## config.mk

```make
export PLATFORM = sky130hd
export DESIGN_NAME = vmmu_scan_reader
export DESIGN_NICKNAME = d
export VERILOG_FILES = /design/src/rtl/vmmu_pkg.sv /design/src/rtl/pixel_packer.sv /design/src/rtl/vmmu_scan_reader.sv
export SDC_FILE = /design/constraint.sdc
export NUM_CORES = 1
export LEC_CHECK = 0
export ABC_AREA = 1
export BUFFER_PORTS_ARGS = -buffer_cell sky130_fd_sc_hd__clkbuf_2
export CORE_MARGIN = 8
export CORE_UTILIZATION = 60
export DETAILED_ROUTE_END_ITERATION = 12
export GPL_ROUTABILITY_DRIVEN = 0
export PLACE_DENSITY = 0.81
export SYNTH_ARGS = -nofsm -noshare
export SYNTH_HDL_FRONTEND = slang
export SYNTH_HIERARCHICAL = 1
export SYNTH_SLANG_ARGS = --single-unit
export TNS_END_PERCENT = 100
```

## constraint.sdc

```tcl
create_clock -name MemClk -period 3.2 [get_ports MemClk]
set_clock_uncertainty 0.05 [all_clocks]
set_input_delay 0.32 -clock MemClk [delete_from_list [all_inputs] [get_ports MemClk]]
set_output_delay 0.32 -clock MemClk [all_outputs]
set_load 0.01 [all_outputs]
```

## src/rtl/vmmu_pkg.sv

```systemverilog
// Shared types and constants for the vmmu client read path: request FSM states,
// bytes-per-pixel and the RGB packing order.
package vmmu_pkg;

    typedef enum logic [1:0] {
        StIdle  = 2'd0,
        StReq   = 2'd1,
        StDrain = 2'd2
    } req_state_e;

    localparam int unsigned BPP       = 3;
    localparam int unsigned ByteWidth = 8;
    localparam int unsigned PixWidth  = BPP * ByteWidth;

    // First byte fetched (lowest address) lands in the top bits.
    function automatic logic [PixWidth-1:0] pack_rgb(input logic [ByteWidth-1:0] b0,
                                                     input logic [ByteWidth-1:0] b1,
                                                     input logic [ByteWidth-1:0] b2);
        return {b0, b1, b2};
    endfunction

endpackage

```

## src/rtl/pixel_packer.sv

```systemverilog
// Byte collector for vmmu_scan_reader: pops bytes from the vmmu read FIFO, assembles
// 24-bit pixels and presents them on a valid/ready output register.
module pixel_packer
    import vmmu_pkg::*;
#(
    parameter int unsigned PWIDTH = 10,
    parameter int unsigned LWIDTH = 10
) (
    input  logic                 clk_i,
    input  logic                 rst_ni,
    input  logic                 start_i,
    input  logic                 en_i,
    input  logic [PWIDTH-1:0]    line_pixels_i,
    input  logic [LWIDTH-1:0]    frame_lines_i,
    input  logic                 empty_i,
    input  logic [ByteWidth-1:0] data_i,
    output logic                 pop_o,
    output logic                 rdclk_o,
    output logic [PixWidth-1:0]  pixel_o,
    output logic                 valid_o,
    output logic                 line_end_o,
    output logic                 frame_end_o,
    input  logic                 ready_i
);

    logic [1:0]           byte_idx_q, byte_idx_d;
    logic [ByteWidth-1:0] slot0_q, slot0_d, slot1_q, slot1_d;
    logic [PixWidth-1:0]  pixel_q, pixel_d;
    logic                 valid_q, valid_d;
    logic                 line_end_q, line_end_d;
    logic                 frame_end_q, frame_end_d;
    logic                 rdclk_q, rdclk_d;
    logic [PWIDTH-1:0]    pix_cnt_q, pix_cnt_d;
    logic [LWIDTH-1:0]    line_cnt_q, line_cnt_d;
    logic                 last_in_line;

    always_comb begin
        // Pop only when a completed pixel would have somewhere to go.
        pop_o        = en_i && !empty_i && !rdclk_q && (!valid_q || ready_i);
        rdclk_d      = pop_o;
        byte_idx_d   = byte_idx_q;
        slot0_d      = slot0_q;
        slot1_d      = slot1_q;
        pixel_d      = pixel_q;
        valid_d      = valid_q;
        line_end_d   = line_end_q;
        frame_end_d  = frame_end_q;
        pix_cnt_d    = pix_cnt_q;
        line_cnt_d   = line_cnt_q;
        last_in_line = pix_cnt_q == line_pixels_i - PWIDTH'(1);

        if (valid_q && ready_i) begin
            valid_d     = 1'b0;
            line_end_d  = 1'b0;
            frame_end_d = 1'b0;
        end
        if (start_i) begin
            byte_idx_d = 2'd0;
            pix_cnt_d  = '0;
            line_cnt_d = '0;
        end
        if (pop_o) begin
            unique case (byte_idx_q)
                2'd0: begin
                    slot0_d    = data_i;
                    byte_idx_d = 2'd1;
                end
                2'd1: begin
                    slot1_d    = data_i;
                    byte_idx_d = 2'd2;
                end
                default: begin
                    pixel_d     = pack_rgb(slot0_q, slot1_q, data_i);
                    valid_d     = 1'b1;
                    line_end_d  = last_in_line;
                    frame_end_d = last_in_line && (line_cnt_q == frame_lines_i - LWIDTH'(1));
                    byte_idx_d  = 2'd0;
                    if (last_in_line) begin
                        pix_cnt_d  = '0;
                        line_cnt_d = line_cnt_q + LWIDTH'(1);
                    end else begin
                        pix_cnt_d  = pix_cnt_q + PWIDTH'(1);
                    end
                end
            endcase
        end
    end

    always_ff @(posedge clk_i or negedge rst_ni) begin
        if (!rst_ni) begin
            byte_idx_q  <= 2'd0;
            slot0_q     <= '0;
            slot1_q     <= '0;
            pixel_q     <= '0;
            valid_q     <= 1'b0;
            line_end_q  <= 1'b0;
            frame_end_q <= 1'b0;
            rdclk_q     <= 1'b0;
            pix_cnt_q   <= '0;
            line_cnt_q  <= '0;
        end else begin
            byte_idx_q  <= byte_idx_d;
            slot0_q     <= slot0_d;
            slot1_q     <= slot1_d;
            pixel_q     <= pixel_d;
            valid_q     <= valid_d;
            line_end_q  <= line_end_d;
            frame_end_q <= frame_end_d;
            rdclk_q     <= rdclk_d;
            pix_cnt_q   <= pix_cnt_d;
            line_cnt_q  <= line_cnt_d;
        end
    end

    assign rdclk_o     = rdclk_q;
    assign pixel_o     = pixel_q;
    assign valid_o     = valid_q;
    assign line_end_o  = line_end_q;
    assign frame_end_o = frame_end_q;

endmodule

```

## src/rtl/vmmu_scan_reader.sv

```systemverilog
// Client read master walking a frame region through the vmmu read path.
// Define VMMU_SCAN_READER_STRIDE_EN to add a LineStride input for padded framebuffers.
module vmmu_scan_reader
    import vmmu_pkg::*;
#(
    parameter int unsigned AWIDTH      = 18,
    parameter int unsigned DWIDTH      = 8,
    parameter int unsigned MAXINFLIGHT = 8,
    parameter int unsigned PWIDTH      = 10,
    parameter int unsigned LWIDTH      = 10
) (
    input  logic              MemClk,
    input  logic              ResetN,
    input  logic              FrameStart,
    input  logic [AWIDTH-1:0] BaseAddr,
    input  logic [PWIDTH-1:0] LinePixels,
    input  logic [LWIDTH-1:0] FrameLines,
`ifdef VMMU_SCAN_READER_STRIDE_EN
    input  logic [AWIDTH-1:0] LineStride,
`endif
    output logic [AWIDTH-1:0] ReadAddrOut,
    output logic              PushReadReq,
    input  logic              ReadReqQueueFull,
    input  logic [DWIDTH-1:0] ReadDataIn,
    input  logic              ReadDataQueueEmpty,
    output logic              ReadDataClkOut,
    output logic [23:0]       PixelData,
    output logic              PixelValid,
    input  logic              PixelReady,
    output logic              LineEnd,
    output logic              FrameEnd,
    output logic              Busy
);

    localparam int unsigned IfW = $clog2(MAXINFLIGHT + 1);

    req_state_e        state_q, state_d;
    logic              busy_q, busy_d;
    logic              push_q, push_d;
    logic [AWIDTH-1:0] addr_out_q, addr_out_d;
    logic [AWIDTH-1:0] next_addr_q, next_addr_d;
    logic [PWIDTH-1:0] pix_q, pix_d, lp_q, lp_d;
    logic [LWIDTH-1:0] line_q, line_d, fl_q, fl_d;
    logic [IfW-1:0]    inflight_q, inflight_d;
`ifdef VMMU_SCAN_READER_STRIDE_EN
    logic [AWIDTH-1:0] stride_q, stride_d, lstart_q, lstart_d, cur_lstart, cur_stride;
`endif

    logic              starting, issue, pop, credit_ok, last_pix, last_req;
    logic [AWIDTH-1:0] cur_addr;
    logic [PWIDTH-1:0] cur_pix, cur_lp;
    logic [LWIDTH-1:0] cur_line, cur_fl;

    always_comb begin
        // The first request goes out straight from IDLE using the live frame inputs.
        starting  = (state_q == StIdle) && FrameStart;
        cur_addr  = starting ? BaseAddr   : next_addr_q;
        cur_pix   = starting ? '0         : pix_q;
        cur_line  = starting ? '0         : line_q;
        cur_lp    = starting ? LinePixels : lp_q;
        cur_fl    = starting ? FrameLines : fl_q;
        credit_ok = ({1'b0, inflight_q} + (IfW+1)'(BPP)) <= (IfW+1)'(MAXINFLIGHT);
        issue     = (starting || state_q == StReq) && !ReadReqQueueFull && credit_ok && !push_q;
        last_pix  = cur_pix == cur_lp - PWIDTH'(1);
        last_req  = last_pix && (cur_line == cur_fl - LWIDTH'(1));

        state_d     = state_q;
        busy_d      = busy_q;
        push_d      = 1'b0;
        addr_out_d  = addr_out_q;
        next_addr_d = next_addr_q;
        pix_d       = pix_q;
        line_d      = line_q;
        lp_d        = lp_q;
        fl_d        = fl_q;
`ifdef VMMU_SCAN_READER_STRIDE_EN
        cur_lstart  = starting ? BaseAddr   : lstart_q;
        cur_stride  = starting ? LineStride : stride_q;
        stride_d    = stride_q;
        lstart_d    = lstart_q;
`endif

        if (starting) begin
            state_d     = StReq;
            busy_d      = 1'b1;
            lp_d        = LinePixels;
            fl_d        = FrameLines;
            next_addr_d = BaseAddr;
            pix_d       = '0;
            line_d      = '0;
`ifdef VMMU_SCAN_READER_STRIDE_EN
            stride_d    = LineStride;
            lstart_d    = BaseAddr;
`endif
        end

        if (issue) begin
            push_d     = 1'b1;
            addr_out_d = cur_addr;
            if (last_pix) begin
                pix_d  = '0;
                line_d = cur_line + LWIDTH'(1);
`ifdef VMMU_SCAN_READER_STRIDE_EN
                next_addr_d = cur_lstart + cur_stride;
                lstart_d    = cur_lstart + cur_stride;
`else
                next_addr_d = cur_addr + AWIDTH'(BPP);
`endif
            end else begin
                pix_d       = cur_pix + PWIDTH'(1);
                next_addr_d = cur_addr + AWIDTH'(BPP);
            end
            if (last_req) begin
                state_d = StDrain;
            end
        end

        if (state_q == StDrain && PixelValid && PixelReady && FrameEnd) begin
            state_d = StIdle;
            busy_d  = 1'b0;
        end

        inflight_d = inflight_q + (issue ? IfW'(BPP) : IfW'(0)) - (pop ? IfW'(1) : IfW'(0));
    end

    always_ff @(posedge MemClk or negedge ResetN) begin
        if (!ResetN) begin
            state_q     <= StIdle;
            busy_q      <= 1'b0;
            push_q      <= 1'b0;
            addr_out_q  <= '0;
            next_addr_q <= '0;
            pix_q       <= '0;
            line_q      <= '0;
            lp_q        <= '0;
            fl_q        <= '0;
            inflight_q  <= '0;
`ifdef VMMU_SCAN_READER_STRIDE_EN
            stride_q    <= '0;
            lstart_q    <= '0;
`endif
        end else begin
            state_q     <= state_d;
            busy_q      <= busy_d;
            push_q      <= push_d;
            addr_out_q  <= addr_out_d;
            next_addr_q <= next_addr_d;
            pix_q       <= pix_d;
            line_q      <= line_d;
            lp_q        <= lp_d;
            fl_q        <= fl_d;
            inflight_q  <= inflight_d;
`ifdef VMMU_SCAN_READER_STRIDE_EN
            stride_q    <= stride_d;
            lstart_q    <= lstart_d;
`endif
        end
    end

    pixel_packer #(
        .PWIDTH (PWIDTH),
        .LWIDTH (LWIDTH)
    ) u_packer (
        .clk_i         (MemClk),
        .rst_ni        (ResetN),
        .start_i       (starting),
        .en_i          (inflight_q != '0),
        .line_pixels_i (lp_q),
        .frame_lines_i (fl_q),
        .empty_i       (ReadDataQueueEmpty),
        .data_i        (ReadDataIn),
        .pop_o         (pop),
        .rdclk_o       (ReadDataClkOut),
        .pixel_o       (PixelData),
        .valid_o       (PixelValid),
        .line_end_o    (LineEnd),
        .frame_end_o   (FrameEnd),
        .ready_i       (PixelReady)
    );

    assign ReadAddrOut = addr_out_q;
    assign PushReadReq = push_q;
    assign Busy        = busy_q;

endmodule

```

# Word level (Yosys, flattened, before mapping)
# Index checks and enable logic that the tools add are counted.
[op_classes]
muxes = 39
bitwise_logic = 1
reduce_logical = 29
n_mul = 0
n_eq_ne = 7
n_lt_le_gt_ge = 1
n_addsub = 12
shift = 0
div = 0
[ops]
columns = ["cell", "count"]
rows = [
  ["10-bit two-way mux", 16],
  ["10-bit by 1-bit adder with 10-bit output, second input constant", 4],
  ["10-bit equality test", 4],
  ["10-bit by 1-bit subtractor with 10-bit output, second input constant", 4],
  ["18-bit two-way mux", 2],
  ["18-bit by 2-bit adder with 18-bit output, second input constant", 1],
  ["2-bit two-way mux", 7],
  ["1-bit logical AND", 13],
  ["1-bit two-way mux", 13],
  ["2-bit AND reduction", 3],
  ["4-bit by 2-bit adder with 5-bit output, second input constant", 1],
  ["5-bit by 4-bit <= comparator with 1-bit output, second input constant", 1],
  ["1-bit zero test", 5],
  ["4-bit by 2-bit adder with 4-bit output", 1],
  ["2-bit by 1-bit equality test with 1-bit output, second input constant", 2],
  ["2-bit zero test", 2],
  ["2-bit case mux with 2 select lines", 1],
  ["2-bit nonzero test", 2],
  ["4-bit nonzero test", 1],
  ["4-bit by 1-bit subtractor with 4-bit output", 1],
  ["2-bit equality test, second input constant", 1],
  ["1-bit logical OR", 2],
  ["2-bit OR reduction", 1],
  ["1-bit NOT", 1],
]
[totals]
input_bits = 52
latch_bits = 0
n_memories = 0
romBits = 0
ramBits = 0
register_bits = 150
elab_cells = 109

# Depth between registers and ports, before layout
# Gate-level depths: netlist of run 1.
[depth]
ltp_word = 9
mapped_depth = 20
ltp_nobuf = 19

# Hierarchy
# Netlist of run 1, hierarchy kept.
[by_module_without_submodules]
columns = ["module", "instances", "area_each_um2", "cells_per_inst"]
rows = [
  ["vmmu_scan_reader", 1, 5391.4, 724],
  ["pixel_packer", 1, 3787.4, 517],
]

# Worst setup path after synthesis of run 1
# OpenSTA, ideal clock, no wires.
[synth_timing]
kind = "input -> register"
startpoint = "in FrameStart"
endpoint = "reg inflight_q[2]"
n_path_buf = 4
arrival_ns = 2.550
setup_slack_ns = 0.477
setup_ns = 0.123
cell_stages = 14
cell_sequence = "buf_4 > buf_2 > a21oi_1 > a21oi_1 > and2_1 > buf_4 > inv_1 > clkbuf_1 > ha_1 > inv_1 > ha_1 > inv_1 > fa_1 > xnor2_1"
[synth_between]
elab_chain_len = 8
[synth_lines]
columns = ["item", "line_no", "source"]
rows = [
  ["start: declaration", "vmmu_scan_reader.sv:14", "input logic FrameStart,"],
  ["1-bit logical AND", "vmmu_scan_reader.sv:56", "starting = (state_q == StIdle) && FrameStart;"],
  ["1-bit logical OR", "vmmu_scan_reader.sv:63", "issue = (starting || state_q == StReq) && !ReadReqQueueFull && credit_ok && !push_q;"],
  ["1-bit logical AND (3 in series)", "vmmu_scan_reader.sv:63", ""],
  ["2-bit two-way mux", "vmmu_scan_reader.sv:123", "inflight_d = inflight_q + (issue ? IfW'(BPP) : IfW'(0)) - (pop ? IfW'(1) : IfW'(0));"],
  ["4-bit by 2-bit adder with 4-bit output", "vmmu_scan_reader.sv:123", ""],
  ["4-bit by 1-bit subtractor with 4-bit output", "vmmu_scan_reader.sv:123", ""],
  ["via inflight_d[2]", "vmmu_scan_reader.sv:44", "logic [IfW-1:0] inflight_q, inflight_d;"],
  ["end signal: assignment", "vmmu_scan_reader.sv:152", "inflight_q <= inflight_d;"],
  ["end: declaration", "vmmu_scan_reader.sv:44", ""],
]
# The timed path passes the listed nets, and every way through them passes these cells.
# A chain may end at the register's enable or synchronous reset.

# Worst setup path after layout of run 1
[layout_timing]
startpoint = "reg state_q[1]"
endpoint = "reg next_addr_q[16]"
[layout_between]
elab_chain_len = 7
word_cells_on_any_way = 10
[layout_lines]
columns = ["item", "line_no", "source"]
rows = [
  ["start: declaration", "vmmu_scan_reader.sv:37", "req_state_e state_q, state_d;"],
  ["start signal: assignment", "vmmu_scan_reader.sv:128", "state_q <= StIdle;"],
  ["start signal: assignment", "vmmu_scan_reader.sv:143", "state_q <= state_d;"],
  ["branches (longest 6 deep; another with 18-bit by 2-bit adder with 18-bit output)", "-", ""],
  ["18-bit two-way mux (*)", "vmmu_scan_reader.sv:97", "if (issue) begin"],
  ["via next_addr_d[16]", "vmmu_scan_reader.sv:41", "logic [AWIDTH-1:0] next_addr_q, next_addr_d;"],
  ["end signal: assignment", "vmmu_scan_reader.sv:147", "next_addr_q <= next_addr_d;"],
  ["end: declaration", "vmmu_scan_reader.sv:41", ""],
]
# Mark *: on every way through the listed nets, which the timed path passes.

==> results of run 1 <==
## worst reg2reg max path, delay by kind of cell (launching register included)
kind / cells / cell delay, ns
flops: 1 / 0.46
compound gates: 1 / 0.15
buf+inv: 1 / 0.34
fa+ha+maj: 1 / 0.25
simple gates: 9 / 1.36
xor+xnor: 1 / 0.14
## layer usage
layer | vias up | share of wire [%]
met4 | 0 | 1.4
met3 | 39 | 7.5
li1 | 4091 | -
met1 | 3863 | 43
met5 | - | 0
met2 | 308 | 48
## sequential cells by signal (all words and copies together) (netlist names), 10 cells and up
register             cells
u_packer/line_cnt_q     10
u_packer/pix_cnt_q      10
line_q                  10
next_addr_q             18
lp_q                    10
pix_q                   10
u_packer/pixel_o        24
fl_q                    10
ReadAddrOut             18
## where the power goes
part | internal [mW] | leakage (nW) | switching [mW]
combinational | 0.476 | 3.57 | 0.818
sequential | 2.23 | 1.89 | 0.253
clock | 1.20 | 0.289 | 0.844
total | 3.91 | 5.76 | 1.92
## layout make-up
type                            count  area, µm²
Timing Repair Buffer              113      609.3
Fill cell                        1228       4679
Inverter                          174      654.4
Multi-Input combinational cell    887       4561
Sequential cell                   150       3754
Tap cell                          188      235.2
Clock inverter                     12      143.9
Clock buffer                       19      452.9
## logic make-up (layout without fill, tap and decap cells)
kind of cell | count (synthesis) | count (layout) | synth area share, %
DFF | 150 | 150 | 40.89
adders and majority gates | 17 | 17 | 2.399
xor gates and xnor gates | 55 | 55 | 5.398
muxes | 6 | 6 | 0.6543
and+or+nand+nor | 707 | 707 | 35.24
AOI/OAI and AO/OA | 102 | 102 | 5.998
buffers and inverters | 204 | 318 | 9.419
## what timing repair did
item	in CTS	in global routing
hold buffers	1	0
hold endpoints to repair	73	0
gates resized for setup	0	0
## stage by stage
stage,cells,hold slack [ns]
finish,1543,0.1002
global route,1543,0.1125
CTS,1543,0.09110
detailed placement,1511,0.3364
global placement,1511,0.3318
floorplan,1241,-0.02559
## worst max path at each step
stage	startpoint	to	slack, ns	cells past startpoint
2_1_floorplan	FrameStart	inflight_q[2]	0.48	14
3_3_place_gp	state_q[1]	next_addr_q[16]	0.53	13
3_5_place_dp	state_q[1]	next_addr_q[16]	0.42	13
4_1_cts	state_q[1]	next_addr_q[16]	0.37	13
5_1_grt	state_q[1]	next_addr_q[16]	0.11	13
6_report	state_q[1]	next_addr_q[16]	0.35	13
## layout by cell type, fill, tap and decap left out, drive strengths merged, types with 4 or more instances in the layout
cell / Yosys / layout
a21oi: 9 / 9
a31oi: 4 / 4
buf: 18 / 14
clkbuf: 12 / 117
clkinv: 2 / 5
dfrtp: 150 / 150
ha: 16 / 16
inv: 172 / 177
mux2i: 6 / 6
nand2: 435 / 435
nand3: 85 / 85
nand3b: 15 / 15
nand4: 29 / 29
nor2: 109 / 109
nor3: 21 / 21
o21ai: 87 / 87
or2: 10 / 10
xnor2: 17 / 17
xor2: 37 / 37
==> flow_summary.ini, run 1 <==
[outcome]
outcome = complete, no violations

[sta]
slew_headroom_pct = 55.31
grt_setup_unrepaired = false
setup_viol = 0
tightestPinTransition_ns = 0.6517
fin_crit_sh_pct = 89.12
maxSlewViolCount = 0
setup_slack_ns = 0.3483
fin_crit_ns = 2.852
fmax_ghz = 0.3507
hold_viol_final = 0
setup_tns_ns = 0

[setup_path]
path_delay_family = simple AND/OR/NAND/NOR gates
path_buf_inv = 1
worst_path_max_delay_cell = dfrtp_1
required_ns = 3.46
crit_arrival_ns = 3.11
worstPathCellList = nor2_4 > nand2_4 > buf_4 > or2_2 > o21ai_0 > ha_1 > nor2_1 > nand2_1 > nor3_2 > nand3_2 > nor2_2 > nand2_1 > xor2_1
startpoint_type = flop
rr_worst_depth = 13
reg2reg_setup_slack_ns = 0.35
r2r-end = next_addr_q[16]
worst-path-max-fanout = 25
max_stage_delay_ns = 0.46
critPathKind = flop to flop
cpMostUsedCell = nand2_1
reg2reg_from = state_q[1]
crit_path_end_kind = flop

[finish]
design_area_um2 = 10410
utilization_pct = 68.99
diodes = 0
drive_gt1_share_pct = 17.27
nNetsFinal = 1412
area_delta_synth_final_pct = 13.41

[floorplan]
die_h_um = 139.7
rows = 45
dieArea_um2 = 19510
start_util_pct = 60.83
io_pins = 100
die_w_um = 139.7
core_area_um2 = 15090

[grt]
busiest_layer = met2
overflow = 0
grt_pass1_wl_um = 38830
grt.met3_usage_pct = 6.259
met2_usage_pct = 40.11
use_met1_pct = 31.24
track_usage_pct = 24.44
grt_pass1_vias = 8014
grt_max_degree = 77
antenna_found_initial = 0

[clock_tree]
clock_latency_ns = 0.43
numCtsBuffers = 17
clock-sinks = 150
cts_tree = yes
postCtsSetupBuffers = 0
cts-root-buf = clkbuf_16
cts.htree.levels = 4
clkTransAtPathRegs_ns = 0.07
clockBufferDepth = 2

[power]
power-per-cell-area_nw_per_um2 = 559.5
irDropWorstVdd_mv = 0.6188
totalPowerFinal_mw = 5.824
p_leak_nw = 5.757

[place]
pre_cts_slack_ns = 0.4204
place_area_um2 = 9803
numPortBuffers = 99
dp_hpwl_um = 16700

[yosys]
synth_cell_type_count = 44
syn_area_per_cell_um2 = 7.396
yosys_warnings = 6
yosys.cell_count.top_type = nand2_1
ys_seq_area_share_pct = 40.89
syn_area_um2 = 9179
async_flop_share_pct = 100.0
ys_top_cells_by_count = 407 x nand2_1, 159 x inv_1, 150 x dfrtp_1
synth.largest_area_cell = dfrtp_1
synth_area_leaders = dfrtp_1 41%, nand2_1 17%, inv_1 6.5%, nand3_1 4.2%, o21ai_0 3.8%
yosys.area.top_type_share_pct = 40.89
synth_ff_type = dfrtp_1
synthCells = 1241
synth-edff-count = 0
synthesis.nets = 1310
synth-seq-cells = 150

[detailed_routing]
drc = 0
wire_per_inst_um = 15.09
drt-pass1-iter-count = 6
post_drt_via_cell_ratio = 5.380
drtAntennaViolNets = 0
drt-initial-drc-count = 662
routed_wl_um = 23290
vias = 8301

[flow_run]
maxCapViolations = 0

[hold_path]
holdCritPathClass = primary input to flop
holdPathEnd = ReadAddrOut[14]
min_delay_path_depth = 3
worstHoldStart = BaseAddr[14]
Note: power is estimated with default switching activity, not from simulation.
==> run 2: changes to the inputs <==
Settings changed: ABC_AREA 1 to 0, CORE_UTILIZATION 60 to 59.
==> flow_summary.ini, run 2 <==
[outcome]
outcome = finished, violations left
violations = negative setup slack

[detailed_routing]
drtAntennaViolNets = 0
top_layer_used = met4
drc = 0
wl_met3_um = 1458
drt-initial-drc-count = 536
wl_met1_um = 9095
wire_per_inst_um = 17.46
routed_wl_um = 21050
drt-pass1-iter-count = 6
vias = 7089
wl_met2_um = 10030
post_drt_via_cell_ratio = 5.878

[finish]
design_area_um2 = 9941
drive_gt1_share_pct = 21.05
final_cell_mix = 178 x nand2_1, 150 x dfrtp_1, 98 x clkbuf_2
diodes = 0
area_delta_synth_final_pct = 18.26
nNetsFinal = 1082
largest_reg_flops = 24
final_cells = 1206
fill_cells = 1040
final_common_cell = nand2_1

[setup_path]
required_ns = 3.50
worst-path-max-fanout = 8
startpoint_type = flop
critPathCapture = line_q[9]
reg2reg_setup_slack_ns = -0.04
r2r-end = line_q[9]
reg2reg_from = state_q[1]
critPathKind = flop to flop
crit_path_start = state_q[1]
rr_worst_depth = 12
crit_path_end_kind = flop
crit_arrival_ns = 3.54

[yosys]
yosys.area.top_type_share_pct = 44.66
syn_area_um2 = 8406
synth_ff_type = dfrtp_1
synth_xor_xnor_area_share_pct = 9.378
ys_top_cells_by_count = 178 x nand2_1, 150 x dfrtp_1, 55 x nor2_1
yosys_warnings = 6
synthesis.nets = 965
synth_fa_ha_area_share_pct = 2.620
syn_area_per_cell_um2 = 9.381
synth.largest_area_cell = dfrtp_1
ys_seq_area_share_pct = 44.66
synth_cell_type_count = 71
synth_top_family_by_area = simple AND/OR/NAND/NOR gates
muxShareOfSynthArea_pct = 6.177
synthCells = 896
synth-edff-count = 0
yosys.cell_count.top_type = nand2_1
synth_area_leaders = dfrtp_1 45%, nand2_1 7.9%, xnor2_1 5.6%, xor2_1 3.8%, mux2i_1 3.5%
synth-seq-cells = 150
synth_compound_area_share_pct = 11.04
async_flop_share_pct = 100.0
yosys.area_share.simple_pct = 23.06

[power]
power-per-cell-area_nw_per_um2 = 820.3
p_leak_nw = 4.832
pwr-share-comb_pct = 36.4
p_int_mw = 5.049
pwr-share-clk_pct = 25.4
irDropWorstVdd_mv = 0.5917
p_switching_mw = 3.105
swShare_pct = 38.08
seqPwrFrac_pct = 38.1

[hold_path]
holdCritPathClass = primary input to flop

[place]
numPortBuffers = 99
dp_hpwl_um = 15000
place_area_um2 = 9209
dp.cells = 1168

[floorplan]
die_h_um = 135.4
core_area_um2 = 13880
start_util_pct = 60.56
rows = 43
io_pins = 100
dieArea_um2 = 18320
die_w_um = 135.4

[grt]
grt_pass1_vias = 7003
grt_max_degree = 68
antenna_found_initial = 0
track_usage_pct = 23.42
overflow = 0
grt_pass1_wl_um = 34780

[sta]
tightestPinTransition_ns = 0.5967
fmax_ghz = 0.3087
hold_viol_final = 0
setup_slack_ns = -0.03933
grt_setup_unrepaired = true
slew_headroom_pct = 60.22
fin_crit_sh_pct = 101.2
fin_crit_ns = 3.239
setup_viol = 2
holdWs_ns = 0.06778
maxSlewViolCount = 0

[clock_tree]
clock-sinks = 150
clock_latency_ns = 0.42
numCtsBuffers = 17
clockBufferDepth = 2
cts.htree.levels = 4
cts-root-buf = clkbuf_16
clkTransAtPathRegs_ns = 0.07
cts_tree = yes

[flow_run]
maxCapViolations = 0
-- run 2: cell count changes after synthesis, moves of 17 or more --
cell,before,now
nand2_1,407,178
inv_1,159,28
nand3_1,77,21
xnor2_1,17,54
o21ai_0,70,34
nor2_1,90,55
nand2_2,24,0
mux2i_1,6,29
mux2_2,0,19
a21oi_1,8,25
-- run 2: cell families after synthesis --
family | after synthesis
and+or+nand+nor | 396
buffers and inverters | 61
AOI/OAI and AO/OA | 133
muxes | 49
xor gates and xnor gates | 90
adders and majority gates | 17
DFF | 150
-- run 2: per-stage QoR --
| stage | TNS [ns] | setup WS (ns) | power, mW | util, % |
|---|---|---|---|---|
| after floorplan | -3.115 | -0.2667 | 5.067 | - |
| final | -0.06443 | -0.03933 | 8.154 | 71.62 |
| after detailed placement | 0 | 0.04837 | 6.024 | 66.34 |
| after CTS | 0 | 0.004204 | 8.136 | 70.84 |
| after global placement | 0 | 0.1648 | 5.908 | 66.34 |
| after global routing | -0.6093 | -0.1449 | 8.683 | 71.62 |
-- run 2: area by class of cell --
class	count	area, µm²	share of cell area (%)
clock buffer	18	429.2	4.317
clock inverter	14	185.2	1.863
inverter	29	110.1	1.108
multi-input combinational	685	4484	45.11
sequential	150	3754	37.76
tap	180	225.2	2.266
timing repair buffer	130	753.2	7.577
-- run 2: how the worst min path moves through the flow --
| stage | from | endpoint | slack, ns | cells past startpoint |
|---|---|---|---|---|
| 2_1_floorplan | ResetN | Busy | -0.03 | 0 |
| 3_3_place_gp | ResetN | u_packer/pixel_o[13] | 0.31 | 1 |
| 3_5_place_dp | ResetN | u_packer/pixel_o[4] | 0.30 | 1 |
| 4_1_cts | ReadDataIn[4] | u_packer/pixel_o[4] | 0.06 | 3 |
| 5_1_grt | ReadDataIn[5] | u_packer/pixel_o[5] | 0.07 | 3 |
| 6_report | ReadDataIn[5] | u_packer/pixel_o[5] | 0.07 | 3 |
-- run 2: layer usage --
metal / vias to the layer above / GRT usage, %
met4: 0 / 8.205
met3: 38 / 5.304
met5: - / 0
li1: 3353 / -
met2: 232 / 37.58
met1: 3466 / 30.60
-- run 2: power by group through the flow --
| stage | combinational (mW) | clock, mW | sequential [mW] |
|---|---|---|---|
| detailed placement | 2.91 | 0 | 3.11 |
| finish | 2.97 | 2.07 | 3.11 |
| global placement | 2.81 | 0 | 3.09 |
| CTS | 2.94 | 2.10 | 3.10 |
| global route | 3.33 | 2.17 | 3.18 |
| floorplan | 1.98 | 0 | 3.09 |
-- run 2: critical path, cell delays in order, from the launching register on --
cell,delay [ns]
dfrtp_1,0.40
or3b_4,0.50
mux2i_2,0.23
ha_2,0.28
nor3b_4,0.21
xnor2_1,0.15
nand4_1,0.14
a22oi_2,0.23
nand4_2,0.17
buf_6,0.18
nor4b_4,0.32
nand3_1,0.16
a21oi_2,0.14
-- run 2: what timing repair did --
| item | CTS | global route |
|---|---|---|
| setup buffers | 0 | 5 |
| endpoints found under the hold margin | 65 | 0 |
| hold buffers | 1 | 0 |
| gates resized for setup | 0 | 14 |
| endpoints found under the setup margin | 0 | 22 |
